[src/rtl/paula_floppy_serializer.sv]
// -----------------------------------------------------------------------------
// paula_floppy_serializer
//
// Floppy write-path serializer. Words taken from a FIFO are shifted out MSB
// first as MFM bit cells, each BITCELL clk7_en ticks wide. A single-word
// prefetch register sits between the FIFO and the shifter, so consecutive
// words leave without a gap. If the prefetch register is still empty when a
// new word is needed, FILL_WORD is sent in its place and counts toward len.
//
// Parameters
//   BITCELL    clk7_en ticks per bit cell (2..31, default 14 = 2 us @ 7.09 MHz)
//   FILL_WORD  word sent on FIFO underrun (default 16'hAAAA)
//
// Ports
//   clk         bus clock
//   reset       synchronous active-high reset, honoured only when clk7_en=1
//   clk7_en     clock enable; no state moves while it is low
//   start       one-tick pulse, begins a transfer of len words (ignored if busy)
//   len         word count, latched on start
//   fifo_data   FIFO head word
//   fifo_empty  FIFO empty flag
//   fifo_rd     FIFO pop request (one tick per word)
//   bit_out     serial MFM data, MSB first
//   bit_strobe  high during the first tick of every bit cell
//   busy        transfer in progress
//   done        one-tick pulse after the last bit cell of the last word
//   underrun    one-tick pulse when FILL_WORD replaces a missing FIFO word
//   sync_match  one-tick pulse when the last 16 sent bits equal dsksync
//   dsksync     sync pattern
//
// Build option
//   PAULA_FLOPPY_SYNC_EN  when defined, a 16-bit history of transmitted bits is
//                         kept and compared against dsksync at every cell end.
//                         When undefined, sync_match is tied to 0.
// -----------------------------------------------------------------------------
`timescale 1ns/1ps

module paula_floppy_serializer #(
  parameter int unsigned BITCELL   = 14,
  parameter logic [15:0] FILL_WORD = 16'hAAAA
) (
  input  logic        clk,
  input  logic        reset,
  input  logic        clk7_en,
  input  logic        start,
  input  logic [13:0] len,
  input  logic [15:0] fifo_data,
  input  logic        fifo_empty,
  output logic        fifo_rd,
  output logic        bit_out,
  output logic        bit_strobe,
  output logic        busy,
  output logic        done,
  output logic        underrun,
  output logic        sync_match,
  input  logic [15:0] dsksync
);

  localparam logic [4:0] TICK_LAST = 5'(BITCELL - 1);

  // Lead-in after start: one tick lets the prefetch engine fetch the first
  // word, the next tick performs the entry word boundary (load or fill).
  localparam logic [1:0] LEAD_FETCH = 2'd2;
  localparam logic [1:0] LEAD_LOAD  = 2'd1;
  localparam logic [1:0] LEAD_NONE  = 2'd0;

  typedef enum logic {
    ST_IDLE  = 1'b0,
    ST_SHIFT = 1'b1
  } state_t;

  state_t      state_q,      state_d;
  logic        busy_q,       busy_d;
  logic        done_q,       done_d;
  logic        underrun_q,   underrun_d;
  logic [13:0] remaining_q,  remaining_d;
  logic [15:0] shreg_q,      shreg_d;
  logic [15:0] hold_q,       hold_d;
  logic        hold_valid_q, hold_valid_d;
  logic        settle_q,     settle_d;
  logic [3:0]  bit_cnt_q,    bit_cnt_d;
  logic [4:0]  tick_cnt_q,   tick_cnt_d;
  logic [1:0]  lead_q,       lead_d;
`ifdef PAULA_FLOPPY_SYNC_EN
  logic [15:0] hist_q,       hist_d;
`endif

  // ---------------------------------------------------------------------------
  // Event decode
  // ---------------------------------------------------------------------------
  logic in_shift;
  logic cell_end;
  logic word_end;
  logic boundary;
  logic pop;

  assign in_shift = (state_q == ST_SHIFT);
  assign cell_end = in_shift && (lead_q == LEAD_NONE) && (tick_cnt_q == TICK_LAST);
  assign word_end = cell_end && (bit_cnt_q == 4'd15);
  assign boundary = in_shift && ((lead_q == LEAD_LOAD) || word_end);

  // A word is only fetched while some of len is still unloaded. Since the
  // holding register must be empty to fetch, "remaining != 0" already means
  // at least one word is unfetched. The FIFO flags are stale for one tick
  // after a pop, hence the settle qualifier. A boundary load wins over a pop.
  assign pop = busy_q && !hold_valid_q && !fifo_empty && !settle_q &&
               (remaining_q != 14'd0) && !boundary;

  // ---------------------------------------------------------------------------
  // Next-state logic
  // ---------------------------------------------------------------------------
  always_comb begin
    // NOTE: every variable gets a default before any branch so that no path
    // leaves one unassigned, which would otherwise infer a latch.
    state_d      = state_q;
    busy_d       = busy_q;
    done_d       = 1'b0;
    underrun_d   = 1'b0;
    remaining_d  = remaining_q;
    shreg_d      = shreg_q;
    hold_d       = hold_q;
    hold_valid_d = hold_valid_q;
    settle_d     = 1'b0;
    bit_cnt_d    = bit_cnt_q;
    tick_cnt_d   = tick_cnt_q;
    lead_d       = lead_q;
`ifdef PAULA_FLOPPY_SYNC_EN
    hist_d       = hist_q;
`endif

    // Prefetch engine, independent of the shifter state.
    if (pop) begin
      hold_d       = fifo_data;
      hold_valid_d = 1'b1;
      settle_d     = 1'b1;
    end

    case (state_q)
      ST_IDLE: begin
        if (start) begin
`ifdef PAULA_FLOPPY_SYNC_EN
          hist_d = 16'h0000;
`endif
          if (len != 14'd0) begin
            remaining_d = len;
            busy_d      = 1'b1;
            state_d     = ST_SHIFT;
            lead_d      = LEAD_FETCH;
            shreg_d     = 16'h0000;
            bit_cnt_d   = 4'd0;
            tick_cnt_d  = 5'd0;
          end else begin
            done_d = 1'b1;
          end
        end
      end

      ST_SHIFT: begin
        if (lead_q == LEAD_FETCH) begin
          lead_d = LEAD_LOAD;
        end else if (lead_q == LEAD_LOAD) begin
          lead_d = LEAD_NONE;
        end else if (cell_end) begin
          tick_cnt_d = 5'd0;
          bit_cnt_d  = bit_cnt_q + 4'd1;   // wraps 15 -> 0 at the word end
          shreg_d    = {shreg_q[14:0], 1'b0};
`ifdef PAULA_FLOPPY_SYNC_EN
          hist_d     = {hist_q[14:0], shreg_q[15]};
`endif
        end else begin
          tick_cnt_d = tick_cnt_q + 5'd1;
        end

        // Word boundary overrides the plain shift computed above.
        if (boundary) begin
          if (remaining_q != 14'd0) begin
            remaining_d = remaining_q - 14'd1;
            if (hold_valid_q) begin
              shreg_d      = hold_q;
              hold_valid_d = 1'b0;
            end else begin
              shreg_d    = FILL_WORD;
              underrun_d = 1'b1;
            end
          end else begin
            done_d  = 1'b1;
            busy_d  = 1'b0;
            state_d = ST_IDLE;
          end
        end
      end

      default: begin
        state_d = ST_IDLE;
      end
    endcase
  end

  // ---------------------------------------------------------------------------
  // State registers
  // ---------------------------------------------------------------------------
  // NOTE: sequential state uses non-blocking assignments so every flop samples
  // the pre-edge values regardless of statement order.
  always_ff @(posedge clk) begin
    if (clk7_en) begin
      if (reset) begin
        // NOTE: the shift and holding registers are datapath, but they are
        // cleared too so bit_out and any later load start from a known value.
        state_q      <= ST_IDLE;
        busy_q       <= 1'b0;
        done_q       <= 1'b0;
        underrun_q   <= 1'b0;
        remaining_q  <= 14'd0;
        shreg_q      <= 16'h0000;
        hold_q       <= 16'h0000;
        hold_valid_q <= 1'b0;
        settle_q     <= 1'b0;
        bit_cnt_q    <= 4'd0;
        tick_cnt_q   <= 5'd0;
        lead_q       <= LEAD_NONE;
`ifdef PAULA_FLOPPY_SYNC_EN
        hist_q       <= 16'h0000;
`endif
      end else begin
        state_q      <= state_d;
        busy_q       <= busy_d;
        done_q       <= done_d;
        underrun_q   <= underrun_d;
        remaining_q  <= remaining_d;
        shreg_q      <= shreg_d;
        hold_q       <= hold_d;
        hold_valid_q <= hold_valid_d;
        settle_q     <= settle_d;
        bit_cnt_q    <= bit_cnt_d;
        tick_cnt_q   <= tick_cnt_d;
        lead_q       <= lead_d;
`ifdef PAULA_FLOPPY_SYNC_EN
        hist_q       <= hist_d;
`endif
      end
    end
  end

  // ---------------------------------------------------------------------------
  // Outputs
  // ---------------------------------------------------------------------------
  assign busy       = busy_q;
  assign done       = done_q;
  assign underrun   = underrun_q;
  assign bit_out    = in_shift ? shreg_q[15] : 1'b0;
  assign bit_strobe = in_shift && (lead_q == LEAD_NONE) && (tick_cnt_q == 5'd0);

  // Pop is a single-tick event, so it is qualified with the enable and is
  // suppressed while reset is being applied.
  assign fifo_rd = clk7_en && !reset && pop;

`ifdef PAULA_FLOPPY_SYNC_EN
  // Compared during the last tick of each cell, including the bit being sent.
  assign sync_match = clk7_en && !reset && cell_end &&
                      ({hist_q[14:0], shreg_q[15]} == dsksync);
`else
  logic unused_dsksync;
  assign unused_dsksync = ^dsksync;
  assign sync_match     = 1'b0;
`endif

endmodule

[config.mk]
export PLATFORM = sky130hd
export DESIGN_NAME = paula_floppy_serializer
export DESIGN_NICKNAME = d
export VERILOG_FILES = /design/src/rtl/paula_floppy_serializer.sv
export SDC_FILE = /design/constraint.sdc
export NUM_CORES = 1
export LEC_CHECK = 0
export ABC_CLOCK_PERIOD_IN_PS = 2600
export CAP_MARGIN = 0
export CELL_PAD_IN_SITES_DETAIL_PLACEMENT = 1
export CELL_PAD_IN_SITES_GLOBAL_PLACEMENT = 2
export CORE_ASPECT_RATIO = 0.6
export CORE_MARGIN = 10
export CORE_UTILIZATION = 32
export CTS_BUF_LIST = sky130_fd_sc_hd__clkbuf_16
export CTS_CLUSTER_SIZE = 16
export DETAILED_ROUTE_END_ITERATION = 16
export GPL_ROUTABILITY_DRIVEN = 0
export GPL_TIMING_DRIVEN = 1
export PLACE_DENSITY = 0.76
export RECOVER_POWER = 100
export REMOVE_ABC_BUFFERS = 1
export SYNTH_ARGS = -nofsm -noshare
export SYNTH_HDL_FRONTEND = slang
export SYNTH_SLANG_ARGS = --single-unit
[constraint.sdc]
create_clock -name clk -period 2.6 [get_ports clk]
set_input_delay 0.78 -clock clk [delete_from_list [all_inputs] [get_ports clk]]
set_output_delay 0.78 -clock clk [all_outputs]
set_load 0.05 [all_outputs]
==> impl_metrics.py, run 1 <==
metrics = {
    "yosys": {
        "muxShareOfSynthArea_pct": 5.19,
        "yosysUniqueCellTypes": 43,
        "syn_area_sq_mm": 0.00347,
        "synthArstFlopShare_pct": 0,
        "ys_ff_latch": 63,
        "ys_dominant_reg_cell": "edfxtp_1",
        "ys_warn_count": 0,
        "synthAdderAreaFrac_pct": 3.25,
        "syn_inst": 296,
        "synth_compound_area_share_pct": 9.45,
        "synth_top_family_by_area": "simple AND/OR/NAND/NOR gates",
        "synthSimpleGateAreaFrac_pct": 20.0,
        "synth_xor_area_share_pct": 3.79,
        "ys_seq_area_share_pct": 54.5,
        "syn_area_per_cell_sq_um": 11.7,
        "synth_edf_count": 63,
    },
    "cells_and_area": {
        "final_common_cell": "edfxtp_1",
        "nets": 447,
        "regArea_sq_mm": 0.00189,
        "fill_cells": 1128,
        "drive_above_1_share_pct": 23.0,
        "final_cell_mix": "63 x edfxtp_1, 54 x buf_4, 36 x clkdlybuf4s50_1, 25 x nor2_1",
        "finalCoreUtilization_pct": 45.8,
        "multi_input_area_sq_mm": 0.00152,
        "fin_cells": 531,
        "diodes": 0,
        "area_growth_pct": 39.5,
    },
    "floorplan": {
        "dieWidth_um": 154,
        "die_height_um": 101,
        "num_rows": 29,
        "dieArea_sq_mm": 0.0155,
        "io-pin-count": 58,
        "start_util_pct": 32.9,
        "core_sq_mm": 0.0106,
    },
    "placement": {
        "dpl.cell_count": 512,
        "hpwl_um": 7430,
        "io_buffers": 40,
    },
    "clock_tree": {
        "clk_path_buf_depth": 2,
        "path_clk_slew_ns": 0.05,
        "numClockSinks": 63,
        "clock_latency_ns": 0.34,
        "numCtsBuffers": 9,
        "htreeDepth": 3,
        "cts_tree": "done",
        "root_buffer": "clkbuf_16",
    },
    "global_routing": {
        "grt_max_degree": 39,
        "grt_use_total_pct": 13.3,
        "antenna_found_initial": 0,
        "grt_pass1_wl_um": 16200,
        "grt_pass1_vias": 2895,
        "grt_overflow": 0,
    },
    "sta": {
        "slew_headroom_pct": 59.7,
        "period_needed_ns": 2.83,
        "finalHoldViolations": 0,
        "worst_pin_slew_ns": 0.598,
        "setup_violations": 1,
        "finalClockSkew_ns": 0.00591,
        "fin_crit_sh_pct": 109,
        "rsz0062_at_grt": "true",
        "worst_slack_ns": -0.234,
        "slew_violations": 0,
        "clock.fmax_ghz": 0.353,
    },
    "critical_path": {
        "end_kind": "output pin",
        "arrival_ns": 2.05,
        "worstPathRequired_ns": 1.82,
        "worstSetupStartpointType": "flip-flop",
        "slowest_delay_ns": 0.55,
        "path_cells": "or4_4 > nor4b_4 > nor4_4 > and2_4 > buf_8",
        "r2r.worst_path.cells": 7,
        "worstPathMaxFanout": 2,
        "cpMaxStageDelayCell": "or4_4",
        "worstSetupPathType": "flip-flop to output pin",
    },
    "route": {
        "wire_per_inst_um": 19.1,
        "via_per_inst": 5.15,
        "vias": 2732,
        "antenna_left": 0,
        "dr.pass1.iters": 4,
        "drtIter0Drc": 124,
        "route.detailed.drc": 0,
        "drt-total-wl_um": 10100,
    },
    "run_status": {
        "status": "finished, violations left",
        "failed_checks": "negative setup slack",
    },
    "power_and_ir_drop": {
        "p_leak_nw": 1.74,
        "irDropWorstVdd_uv": 323,
        "p_per_area_mw_per_mm2": 595,
    },
    "worst_hold_path": {
        "whs_path_depth": 2,
        "hp-class": "flip-flop to flip-flop",
    },
    "run": {
        "cap_viol_max_count": 0,
    },
}
[report_power, final]
part | switching (mW) | internal (mW)
sequential | 0.0366 | 1.19
clock | 0.437 | 0.823
combinational | 0.195 | 0.193
total | 0.669 | 2.21
[flip-flops by register name, summed over array words and instances, names as in the netlist]
signal / cells
busy: 1
hold_q: 16
settle_q: 1
hold_valid_q: 1
tick_cnt_q: 5
in_shift: 1
done: 1
shreg_q: 16
bit_cnt_q: 4
lead_q: 2
underrun: 1
remaining_q: 14
[final timing paths]
check                to      startpoint  slack (ns)
min          shreg_q[8]       hold_q[8]        0.63
max             fifo_rd  remaining_q[5]       -0.23
min reg2reg  shreg_q[8]       hold_q[8]        0.63
max reg2reg   hold_q[1]  remaining_q[5]        0.18
[synthesized netlist by cell type (all sizes together) (8+ instances only)]
library cell | n | share of area, %
clkbuf | 13 | 1.4
xnor2 | 8 | 2.0
nand2 | 13 | 1.4
nor2b | 18 | 3.2
mux2i | 18 | 5.2
ha | 9 | 3.2
o31ai | 10 | 2.2
nor2 | 26 | 2.9
edfxtp | 63 | 55
a211oi | 17 | 3.7
nand3 | 8 | 1.2
nor4 | 8 | 1.4
nand4 | 9 | 1.6
inv | 9 | 0.97
nor4b | 11 | 3.2
[area by class of cell]
type | instances | share of cell area, %
Tap cell | 139 | 3.59
Sequential cell | 63 | 39.1
Clock inverter | 7 | 1.65
Timing Repair Buffer | 99 | 19.0
Multi-Input combinational cell | 205 | 31.4
Inverter | 9 | 0.698
Clock buffer | 9 | 4.65
[critical path, delay by kind of cell, from the launching register on]
family / cells / cell delay [ns]
AND/OR/NAND/NOR: 4 / 1.18
buffers and inverters: 1 / 0.14
flip-flops: 1 / 0.39
[metrics by stage]
stage	setup TNS (ns)	power [mW]	cell area (sq um)	hold slack [ns]	worst slack, ns
2_1_floorplan	-17.78	1.40	3370	0.529	-0.911
3_3_place_gp	-7.97	1.60	4440	0.589	-0.686
3_5_place_dp	-9.73	1.62	4440	0.591	-0.704
4_1_cts	-0.263	2.89	4800	0.623	-0.263
5_1_grt	-0.414	2.98	4840	0.652	-0.349
6_report	-0.234	2.88	4840	0.630	-0.234
[what timing repair did]
action,4_1_cts,5_1_grt
resized for setup,14,7
buffers inserted,2,2
pin swaps,6,1
endpoints found under the setup margin,2,2
hold buffers,0,0
[layer usage]
layer  part of all wire (%)  up-vias  wire length (um)  track usage, %
met1                     50     1353              5040            18.5
met2                     43       62              4350            18.6
li1                       -     1309                 -               -
met5                      0        -                 0               0
met3                    6.2        8               624            4.69
met4                    1.0        0               104            3.90
[logic make-up (layout without fill, tap and decap cells)]
kind of cell    after synthesis  count (layout)
fa+ha+maj                     9               9
mux                          18              18
flops                        63              63
other cells                   1               1
simple gates                117             117
compound gates               45              45
buf+inv                      28             124
xor+xnor                     15              15
No activity file was read; power rests on OpenSTA's default activity.
==> inputs of run 2 (changes only) <==
--- a/config.mk
+++ b/config.mk
@@ -5,19 +5,18 @@
 export SDC_FILE = /design/constraint.sdc
 export NUM_CORES = 1
 export LEC_CHECK = 0
-export ABC_CLOCK_PERIOD_IN_PS = 2600
+export ABC_CLOCK_PERIOD_IN_PS = 3000
 export CAP_MARGIN = 0
 export CELL_PAD_IN_SITES_DETAIL_PLACEMENT = 1
 export CELL_PAD_IN_SITES_GLOBAL_PLACEMENT = 2
-export CORE_ASPECT_RATIO = 0.6
 export CORE_MARGIN = 10
-export CORE_UTILIZATION = 32
+export CORE_UTILIZATION = 35
 export CTS_BUF_LIST = sky130_fd_sc_hd__clkbuf_16
 export CTS_CLUSTER_SIZE = 16
 export DETAILED_ROUTE_END_ITERATION = 16
 export GPL_ROUTABILITY_DRIVEN = 0
 export GPL_TIMING_DRIVEN = 1
-export PLACE_DENSITY = 0.76
+export PLACE_DENSITY = 0.79
 export RECOVER_POWER = 100
 export REMOVE_ABC_BUFFERS = 1
 export SYNTH_ARGS = -nofsm -noshare
==> constraint.sdc (replaced) <==
create_clock -name clk -period 3 [get_ports clk]
set_input_delay 0.9 -clock clk [delete_from_list [all_inputs] [get_ports clk]]
set_output_delay 0.9 -clock clk [all_outputs]
set_load 0.05 [all_outputs]
==> impl_metrics.py, run 2 (synthesis gave the netlist of run 1 again) <==
metrics = {
    "clock_tree": {
        "root_buffer": "clkbuf_16",
        "cts_tree": "done",
        "path_clk_slew_ns": 0.05,
        "holdBufCountCts": 0,
        "clock_latency_ns": 0.33,
        "htreeDepth": 3,
        "numClockSinks": 63,
        "numCtsBuffers": 9,
        "clk_path_buf_depth": 2,
    },
    "cells_and_area": {
        "final_cell_area_sq_mm": 0.00452,
        "final_cell_mix": "63 x edfxtp_1, 36 x clkdlybuf4s50_1, 25 x nor2_1, 25 x buf_4",
        "final_common_cell": "edfxtp_1",
        "drive_above_1_share_pct": 15.0,
        "finalCoreUtilization_pct": 46.5,
        "fill_cells": 1076,
        "diodes": 0,
        "nets": 415,
        "area_growth_pct": 30.4,
        "reg_top3": "hold_q: 16 flops, shreg_q: 16 flops, remaining_q: 14 flops",
    },
    "global_routing": {
        "grt_pass1_vias": 2860,
        "grt_use_total_pct": 13.4,
        "grt_overflow": 0,
        "grt_max_degree": 39,
        "antenna_found_initial": 0,
        "grt_pass1_wl_um": 15300,
    },
    "sta": {
        "period_needed_ns": 2.98,
        "finalClockSkew_ns": 0.00576,
        "fin_crit_sh_pct": 99.4,
        "finalSetupTns_ns": 0,
        "slew_violations": 0,
        "slew_headroom_pct": 51.3,
        "worst_pin_slew_ns": 0.729,
        "clock.fmax_ghz": 0.335,
        "setup_violations": 0,
        "finalHoldViolations": 0,
        "worst_slack_ns": 0.0166,
        "rsz0062_at_grt": "true",
    },
    "run_status": {
        "status": "completed",
    },
    "floorplan": {
        "dieWidth_um": 120,
        "die_height_um": 120,
        "num_rows": 36,
        "io-pin-count": 58,
        "start_util_pct": 35.7,
        "core_sq_mm": 0.00973,
        "dieArea_sq_mm": 0.0143,
    },
    "route": {
        "via_per_inst": 5.32,
        "wire_per_inst_um": 19.0,
        "drt-total-wl_um": 9370,
        "vias": 2621,
        "antenna_left": 0,
        "dr.pass1.iters": 4,
        "route.detailed.drc": 0,
        "drtIter0Drc": 156,
    },
    "power_and_ir_drop": {
        "p_leak_nw": 1.57,
        "p_per_area_mw_per_mm2": 519,
        "irDropWorstVdd_uv": 291,
        "total_power_mw": 2.35,
    },
    "worst_hold_path": {
        "hp-class": "flip-flop to flip-flop",
    },
    "critical_path": {
        "arrival_ns": 2.08,
        "path_cells": "or4_4 > nor4b_4 > nor4_4 > and2_4 > buf_12",
        "worstPathMaxFanout": 4,
        "worstSetupStartpointType": "flip-flop",
        "slowest_delay_ns": 0.58,
        "worstPathRequired_ns": 2.10,
        "cpMaxStageDelayCell": "or4_4",
        "worstSetupPathType": "flip-flop to output pin",
        "end_kind": "output pin",
    },
    "placement": {
        "pre_cts_ws_ns": -0.510,
        "hpwl_um": 6310,
        "io_buffers": 40,
        "post_dp_cell_area_sq_mm": 0.00412,
    },
    "run": {
        "cap_viol_max_count": 0,
    },
}
==> run 2: cell types whose count changed in the layout (fill, tap and decap cells not counted), sizes merged <==
cell | previous run | this run
buf | 63 | 31
bufinv | 2 | 1
clkinv | 3 | 2
clkinvlp | 0 | 1
inv | 11 | 12
==> run 2: final cells by class <==
class	instances	area [sq um]	area share, %
Multi-Input combinational cell	205	1490	32.9
Clock buffer	9	225	4.98
Sequential cell	63	1890	41.8
Clock inverter	7	57.6	1.27
Inverter	9	33.8	0.747
Tap cell	133	166	3.68
Timing Repair Buffer	67	659	14.6
==> run 2: metal layers <==
metal | routed length (um) | part of all wire [%] | vias up | GRT usage [%]
met5 | 0 | 0 | - | 0
met4 | 188 | 2.0 | 0 | 6.56
met3 | 295 | 3.1 | 14 | 2.91
met2 | 4620 | 49 | 45 | 21.9
met1 | 4270 | 46 | 1311 | 16.3
li1 | - | - | 1251 | -
==> run 2: path summary, 6_finish.rpt <==
kind,from,end,slack [ns],depth (start not counted)
setup / recovery,remaining_q[7],fifo_rd,0.02,5
hold / removal,hold_q[8],shreg_q[8],0.58,2
hold reg to reg,hold_q[8],shreg_q[8],0.58,2
setup reg to reg,remaining_q[7],hold_q[10],0.55,7
==> run 2: stage by stage <==
step	hold WS, ns	instances
after global routing	0.617	493
after CTS	0.590	484
after floorplan	0.529	277
after detailed placement	0.572	467
final	0.580	493
after global placement	0.560	467
==> run 2: timing repair <==
item / 4_1_cts / 5_1_grt
setup buffers: 1 / 9
setup endpoints to repair: 1 / 1
gates cloned: 0 / 0
pin swaps: 3 / 3
gates resized for setup: 9 / 3
==> run 2: report_power, final <==
| part | switching [mW] | leakage (nW) | total, mW | internal, mW |
|---|---|---|---|---|
| sequential | 0.0410 | 0.624 | 1.08 | 1.03 |
| combinational | 0.145 | 0.797 | 0.277 | 0.132 |
| clock | 0.365 | 0.147 | 0.994 | 0.629 |
| total | 0.551 | 1.57 | 2.35 | 1.80 |
==> run 2: worst max-delay path: cells and delay by family, from the launching register on <==
family | cells | cell delay, ns
and+or+nand+nor | 4 | 1.18
DFF | 1 | 0.43
buffers and inverters | 1 | 0.14
==> inputs of run 3 (changes only) <==
--- a/config.mk
+++ b/config.mk
@@ -5,7 +5,6 @@
 export SDC_FILE = /design/constraint.sdc
 export NUM_CORES = 1
 export LEC_CHECK = 0
-export ABC_CLOCK_PERIOD_IN_PS = 3000
 export CAP_MARGIN = 0
 export CELL_PAD_IN_SITES_DETAIL_PLACEMENT = 1
 export CELL_PAD_IN_SITES_GLOBAL_PLACEMENT = 2
==> results of run 3 <==
Same layout as run 2: the final DEF is identical, and so are final timing and power.
